**src/rtl/hyperbus_pkg.sv**
```systemverilog
// Shared definitions for the Wishbone-to-HyperBus bridge.
package hyperbus_pkg;

  typedef enum logic [4:0] {
    ST_IDLE = 5'b00001,
    ST_REQ  = 5'b00010,
    ST_XFER = 5'b00100,
    ST_ACK  = 5'b01000,
    ST_ERR  = 5'b10000
  } state_t;

  localparam int BEATS_PER_WORD = 2;
  localparam int HB_WORD_BYTES  = 2;

endpackage

```
**src/rtl/hyperbus_wb_bridge_timeout.sv**
```systemverilog
// Loadable down-counter; expire is high while the count sits at zero.
module hb_timeout #(
  parameter int CNT_WIDTH = 8
) (
  input  logic                 clk,
  input  logic                 rst,
  input  logic                 load,
  input  logic [CNT_WIDTH-1:0] load_val,
  input  logic                 dec,
  output logic                 expire
);

  logic [CNT_WIDTH-1:0] cnt_reg;

  always_ff @(posedge clk) begin
    if (rst) begin
      cnt_reg <= '0;
    end else if (load) begin
      cnt_reg <= load_val;
    end else if (dec && (cnt_reg != '0)) begin
      cnt_reg <= cnt_reg - 1'b1;
    end
  end

  assign expire = (cnt_reg == '0);

endmodule

```
**src/rtl/hyperbus_wb_bridge.sv**
```systemverilog
// Wishbone classic slave splitting 32-bit accesses into two halfword beats
// on the HyperBus controller request interface.
module hyperbus_wb_bridge
  import hyperbus_pkg::*;
#(
  parameter int REG_SEL_BIT    = 28,
  parameter int TIMEOUT_CYCLES = 255,
  parameter int CNT_WIDTH      = 8
) (
  input  logic        clk,
  input  logic        rst,
  input  logic [31:0] wb_adr_i,
  input  logic [31:0] wb_dat_i,
  input  logic [3:0]  wb_sel_i,
  input  logic        wb_we_i,
  input  logic        wb_cyc_i,
  input  logic        wb_stb_i,
  output logic [31:0] wb_dat_o,
  output logic        wb_ack_o,
  output logic        wb_err_o,
  output logic [31:0] hb_adr_o,
  output logic [15:0] hb_dat_o,
  input  logic [15:0] hb_dat_i,
  input  logic        hb_dready_i,
  input  logic        hb_dvalid_i,
  input  logic        hb_busy_i,
  input  logic        hb_error_i,
  output logic        hb_reg_space_o,
  output logic        hb_wrq_o,
  output logic        hb_rrq_o
);

  localparam int ADR_SHIFT = $clog2(HB_WORD_BYTES);
  localparam logic [CNT_WIDTH-1:0] TMO_LOAD = CNT_WIDTH'(TIMEOUT_CYCLES - 1);

  state_t      state_reg, state_next;
  logic        accept, bad_access, beat, last_beat, xfer_beat;
  logic        tmr_load, tmr_dec, tmr_expire;
  logic [31:0] hb_adr_reg, wdata_reg, rdata_reg;
  logic [15:0] rd_lo_reg;
  logic        reg_space_reg, we_reg, abort_reg, beat_reg;
  logic        adr_unused;

  // Address bits above the register-space select are don't-care.
  assign adr_unused = ^(wb_adr_i >> (REG_SEL_BIT + 1));

  assign accept     = wb_cyc_i && wb_stb_i && !hb_busy_i;
  assign bad_access = hb_error_i || (wb_adr_i[1:0] != 2'b00) ||
                      (wb_we_i && (wb_sel_i != 4'hF));
  assign beat       = we_reg ? hb_dready_i : hb_dvalid_i;
  assign last_beat  = (beat_reg == 1'(BEATS_PER_WORD - 1));
  assign xfer_beat  = (state_reg == ST_XFER) && !hb_error_i && beat;

  hb_timeout #(.CNT_WIDTH(CNT_WIDTH)) u_timeout (
    .clk      (clk),
    .rst      (rst),
    .load     (tmr_load),
    .load_val (TMO_LOAD),
    .dec      (tmr_dec),
    .expire   (tmr_expire)
  );

  always_ff @(posedge clk) begin
    if (rst) state_reg <= ST_IDLE;
    else     state_reg <= state_next;
  end

  // Controller error beats a data beat; a data beat beats timeout expiry.
  always_comb begin
    state_next = state_reg;
    case (state_reg)
      ST_IDLE: if (accept) state_next = bad_access ? ST_ERR : ST_REQ;
      ST_REQ: begin
        if (hb_error_i)      state_next = ST_ERR;
        else if (hb_busy_i)  state_next = ST_XFER;
        else if (tmr_expire) state_next = ST_ERR;
      end
      ST_XFER: begin
        if (hb_error_i)      state_next = ST_ERR;
        else if (beat)       state_next = last_beat ? ST_ACK : ST_XFER;
        else if (tmr_expire) state_next = ST_ERR;
      end
      ST_ACK:  state_next = ST_IDLE;
      ST_ERR:  state_next = ST_IDLE;
      default: state_next = ST_IDLE;
    endcase
  end

  always_comb begin
    wb_ack_o = 1'b0;
    wb_err_o = 1'b0;
    hb_wrq_o = 1'b0;
    hb_rrq_o = 1'b0;
    tmr_load = 1'b0;
    tmr_dec  = 1'b0;
    case (state_reg)
      ST_IDLE: tmr_load = accept && !bad_access;
      ST_REQ: begin
        hb_wrq_o = we_reg;
        hb_rrq_o = !we_reg;
        tmr_load = !hb_error_i && hb_busy_i;
        tmr_dec  = 1'b1;
      end
      ST_XFER: begin
        tmr_load = xfer_beat;
        tmr_dec  = 1'b1;
      end
      ST_ACK:  wb_ack_o = !abort_reg;
      ST_ERR:  wb_err_o = !abort_reg;
      default: ;
    endcase
  end

  // wb_dat_o only changes on the edge that completes a read, so it stays
  // stable through ACK and across later writes and errors.
  always_ff @(posedge clk) begin
    if (rst) begin
      hb_adr_reg    <= '0;
      wdata_reg     <= '0;
      rdata_reg     <= '0;
      rd_lo_reg     <= '0;
      reg_space_reg <= 1'b0;
      we_reg        <= 1'b0;
      abort_reg     <= 1'b0;
      beat_reg      <= 1'b0;
    end else begin
      case (state_reg)
        ST_IDLE: begin
          abort_reg <= 1'b0;
          if (accept && !bad_access) begin
            hb_adr_reg    <= 32'(wb_adr_i[REG_SEL_BIT-1:ADR_SHIFT]);
            reg_space_reg <= wb_adr_i[REG_SEL_BIT];
            wdata_reg     <= wb_dat_i;
            we_reg        <= wb_we_i;
            beat_reg      <= 1'b0;
          end
        end
        ST_REQ, ST_XFER: begin
          if (!wb_cyc_i) abort_reg <= 1'b1;
          if ((state_reg == ST_REQ) && (state_next == ST_XFER)) beat_reg <= 1'b0;
          if (xfer_beat) begin
            if (!we_reg) begin
              if (last_beat) rdata_reg <= {hb_dat_i, rd_lo_reg};
              else           rd_lo_reg <= hb_dat_i;
            end
            if (!last_beat) beat_reg <= beat_reg + 1'b1;
          end
        end
        default: ;
      endcase
    end
  end

  assign hb_adr_o       = hb_adr_reg;
  assign hb_reg_space_o = reg_space_reg;
  assign wb_dat_o       = rdata_reg;
  assign hb_dat_o       = beat_reg ? wdata_reg[31:16] : wdata_reg[15:0];

endmodule

```
**config.mk**
```make
export PLATFORM = sky130hd
export DESIGN_NAME = hyperbus_wb_bridge
export DESIGN_NICKNAME = d
export VERILOG_FILES = /design/src/rtl/hyperbus_pkg.sv /design/src/rtl/hyperbus_wb_bridge_timeout.sv /design/src/rtl/hyperbus_wb_bridge.sv
export SDC_FILE = /design/constraint.sdc
export NUM_CORES = 1
export LEC_CHECK = 0
export ABC_CLOCK_PERIOD_IN_PS = 2500
export BUFFER_PORTS_ARGS = -buffer_cell sky130_fd_sc_hd__buf_2
export CORE_MARGIN = 4
export CORE_UTILIZATION = 30
export DETAILED_ROUTE_END_ITERATION = 8
export PLACE_DENSITY_LB_ADDON = 0.25
export RECOVER_POWER = 100
export SLEW_MARGIN = 20
export SYNTH_ARGS = -nofsm -noshare
export SYNTH_HDL_FRONTEND = slang
export SYNTH_HIERARCHICAL = 1
export SYNTH_SLANG_ARGS = --single-unit
```
**constraint.sdc**
```tcl
create_clock -name clk -period 2.5 [get_ports clk]
set_clock_uncertainty 0.1 [all_clocks]
set_input_delay 0.25 -clock clk [delete_from_list [all_inputs] [get_ports clk]]
set_output_delay 0.25 -clock clk [all_outputs]
set_load 0.02 [all_outputs]
```
==> reports/metrics.yaml <==
placement:
  numPortBuffers: 169
  place.gp.congestion: 0.7542
  placed_cells_incl_taps: 974
  hpwlAfterDp_mm: 9.790
logic_synthesis:
  synth_area_leaders: "dfxtp_1 (48%), a21oi_1 (9.7%), o21ai_0 (6.1%)"
  ys_seq_elements: 124
  synth_top_area_cell: "dfxtp_1"
  seq_area_frac_synth_pct: 47.54
  ys.flop_type: "dfxtp_1"
  syn-cell-area_um2: 5221
  yosysWarnings: 6
  synth-edff-count: 0
  synth_cells: 613
  ys_types: 55
  synth_top_cell_area_share_pct: 47.54
  syn_avg_cell_area_um2: 8.518
  postSynth.asyncResetShare_pct: 0
min_path:
  hold_class: "in2reg"
final_layout:
  multiInputGateArea_um2: 2505
  drive_above_1_share_pct: 20.28
  antenna_cells: 0
  layout.nets: 940
  syn2layout_area_growth_pct: 45.67
  fillCellCount: 1714
  area.sequential_um2: 2482
  layoutNonFillerInstCount: 1078
  fin_util_pct: 45.22
sta:
  finalHoldViolCount: 0
  finalSetupViolations: 0
  fmax_ghz: 0.4301
  worstMarginPinSlew_ps: 571.2
  min_period_over_period_pct: 93.00
  grt_setup_unrepaired: "no"
  tns_ps: 0
  maxSlewHeadroom_pct: 61.92
  maxSlewViolCount: 0
  final_period_minus_worst_setup_slack_ps: 2325
power_and_ir_drop:
  pwr_density_cell_nw_per_um2: 662.5
  p_switching_mw: 1.112
  power_frac_comb_pct: 6.2
  p_total_mw: 5.039
  seq_power_share_pct: 39.4
  ir_drop_uv: 458.8
  p_clk_share_pct: 54.4
  p_int_mw: 3.926
  leakagePower_nw: 2.789
  switching_share_pct: 22.08
global_route:
  grt_pass1_vias: 4986
  grt_pass1_wl_mm: 25.71
  grtUsageTotal_pct: 15.87
  antenna_found_initial: 0
  grt-ovfl-total: 0
  grt_max_degree: 63
routing:
  num_vias: 5194
  firstDrtPassIters: 4
  ant_nets: 0
  wl_per_cell_um: 14.74
  drtIter0Drc: 199
  drc: 0
  viasPerCell: 4.818
  routed_wl_mm: 15.89
critical_path:
  slowest_stage: "or4b_2"
  slowest_delay_ps: 660
  start_kind: "flip-flop"
  crit_required_ps: 2690
  crit_chain: "or3_4, or4b_2, buf_6, o21ai_0, a21oi_1"
  end_kind: "flip-flop"
  crit_arrival_ps: 2510
  criticalPathCategory: "reg2reg"
  crit_fanout: 62
floorplan:
  io_pins: 178
  die_y_um: 139.9
  fp.coreArea_um2: 16820
  die_w_um: 139.9
  rows: 47
  start_util_pct: 31.04
  fp.dieArea_um2: 19580
clocking:
  post-cts-setup-buffers: 0
  cts_tree: "yes"
  clk_pin_slew_ps: 60
  cts_buffer_depth: 2
  root_buffer: "clkbuf_16"
  numCtsBuffers: 17
  insertion_delay_ps: 410
  cts.sinks: 124
  h-tree-depth: 4
run:
  maxCapViolCount: 0
outcome:
  status: "completed"
-- area by class of cell --
class | instances | share of cell area, %
repair buffers | 260 | 21.80
multi-input cells | 435 | 32.93
inverters | 7 | 0.3455
well taps | 220 | 3.619
clock buffers | 17 | 5.593
flip-flops and latches | 124 | 32.64
clock inverters | 15 | 3.076
-- repair_timing --
item	CTS	global route
endpoints found under the setup margin	0	4
hold endpoints to repair	81	0
resized for setup	0	1
hold buffers	72	0
-- Yosys cell counts, drive strengths merged, types with 2 or more instances --
| master | number |
|---|---|
| a211oi | 2 |
| a21o | 3 |
| a21oi | 101 |
| a22oi | 3 |
| a311oi | 2 |
| buf | 22 |
| clkbuf | 36 |
| conb | 2 |
| dfxtp | 124 |
| ha | 2 |
| inv | 6 |
| mux2 | 17 |
| mux2i | 18 |
| nand2 | 67 |
| nand2b | 3 |
| nand3 | 61 |
| nand3b | 2 |
| nor2 | 25 |
| nor2b | 2 |
| nor3 | 4 |
| nor3b | 8 |
| nor4 | 3 |
| nor4b | 2 |
| o211ai | 2 |
| o21ai | 65 |
| or3 | 4 |
| or3b | 3 |
| or4 | 7 |
| xnor2 | 3 |
-- worst paths after layout --
kind / startpoint / to / slack (ps) / cells after the start
worst min register to register: rd_lo_reg[14] / wb_dat_o[14] / 340 / 2
worst max register to register: state_reg[3] / hb_adr_o[5] / 170 / 5
worst min-delay path: wb_dat_i[6] / wdata_reg[6] / 10 / 3
worst max-delay path: state_reg[3] / hb_adr_o[5] / 170 / 5
-- routing by layer --
layer  global-route usage (%)  wire length, um
met1                    20.58             7199
met2                    25.25             7460
met4                    4.080              128
met5                        0                0
met3                    5.692             1106
-- worst max-delay path: cells and delay by family, from the launching register on --
kind / cells / cell delay [ps]
AOI/OAI and AO/OA: 2 / 370
buffers and inverters: 1 / 240
DFF: 1 / 350
and+or+nand+nor: 2 / 1100
-- cells by family (layout without fill, tap and decap cells) --
kind of cell	after synthesis	in the layout	synth area share (%)
adder cells (fa/ha/maj)	2	2	0.4792
multiplexers	35	35	7.117
other	2	13	0.1438
AND/OR/NAND/NOR	196	196	19.12
flip-flops	124	124	47.54
XOR/XNOR	3	3	0.5033
buffers and inverters	65	299	5.631
AO/OA/AOI/OAI	186	186	19.46
-- metrics by stage --
step | instance area [um^2] | setup WS (ps) | hold slack, ps
3_5_place_dp | 6346 | 197.9 | 341.9
3_3_place_gp | 6346 | 219.4 | 339.0
5_1_grt | 7606 | 17.28 | 9.971
6_report | 7606 | 174.9 | 12.22
2_1_floorplan | 5263 | 82.84 | 286.0
4_1_cts | 7726 | 137.9 | 3.634
-- power groups by stage --
stage / clock [mW] / sequential (mW) / combinational [mW]
after CTS: 2.81 / 1.99 / 0.314
after global routing: 2.90 / 1.99 / 0.342
after detailed placement: 0 / 2.03 / 0.226
after global placement: 0 / 2.03 / 0.226
final: 2.74 / 1.99 / 0.313
after floorplan: 0 / 2.03 / 0.107
-- cell usage in the layout, fill, tap and decap left out, types with 2 or more instances in the layout --
cell type	Yosys	routed
dfxtp_1	124	124
a21oi_1	101	101
buf_2	13	93
clkbuf_1	36	76
dlygate4sd3_1	0	72
nand2_1	67	67
o21ai_0	64	65
nand3_1	61	61
nor2_1	25	25
mux2i_1	18	18
clkbuf_16	0	17
mux2_2	17	15
conb_1	2	13
buf_4	5	9
nor3b_1	8	8
inv_1	6	7
or4_1	4	5
bufinv_16	0	5
inv_6	0	5
nor3_1	4	4
clkbuf_2	0	4
buf_12	0	4
nand2b_1	3	3
a21o_1	3	3
a22oi_1	3	3
or3b_2	3	3
clkinvlp_4	0	3
xnor2_1	3	3
nand3b_1	2	2
mux2_1	0	2
nor2b_1	2	2
nor4_4	1	2
o211ai_1	2	2
clkinv_4	0	2
or4_2	2	2
a311oi_1	2	2
or3_2	2	2
ha_1	2	2
Power figures use the tool's default switching activity.
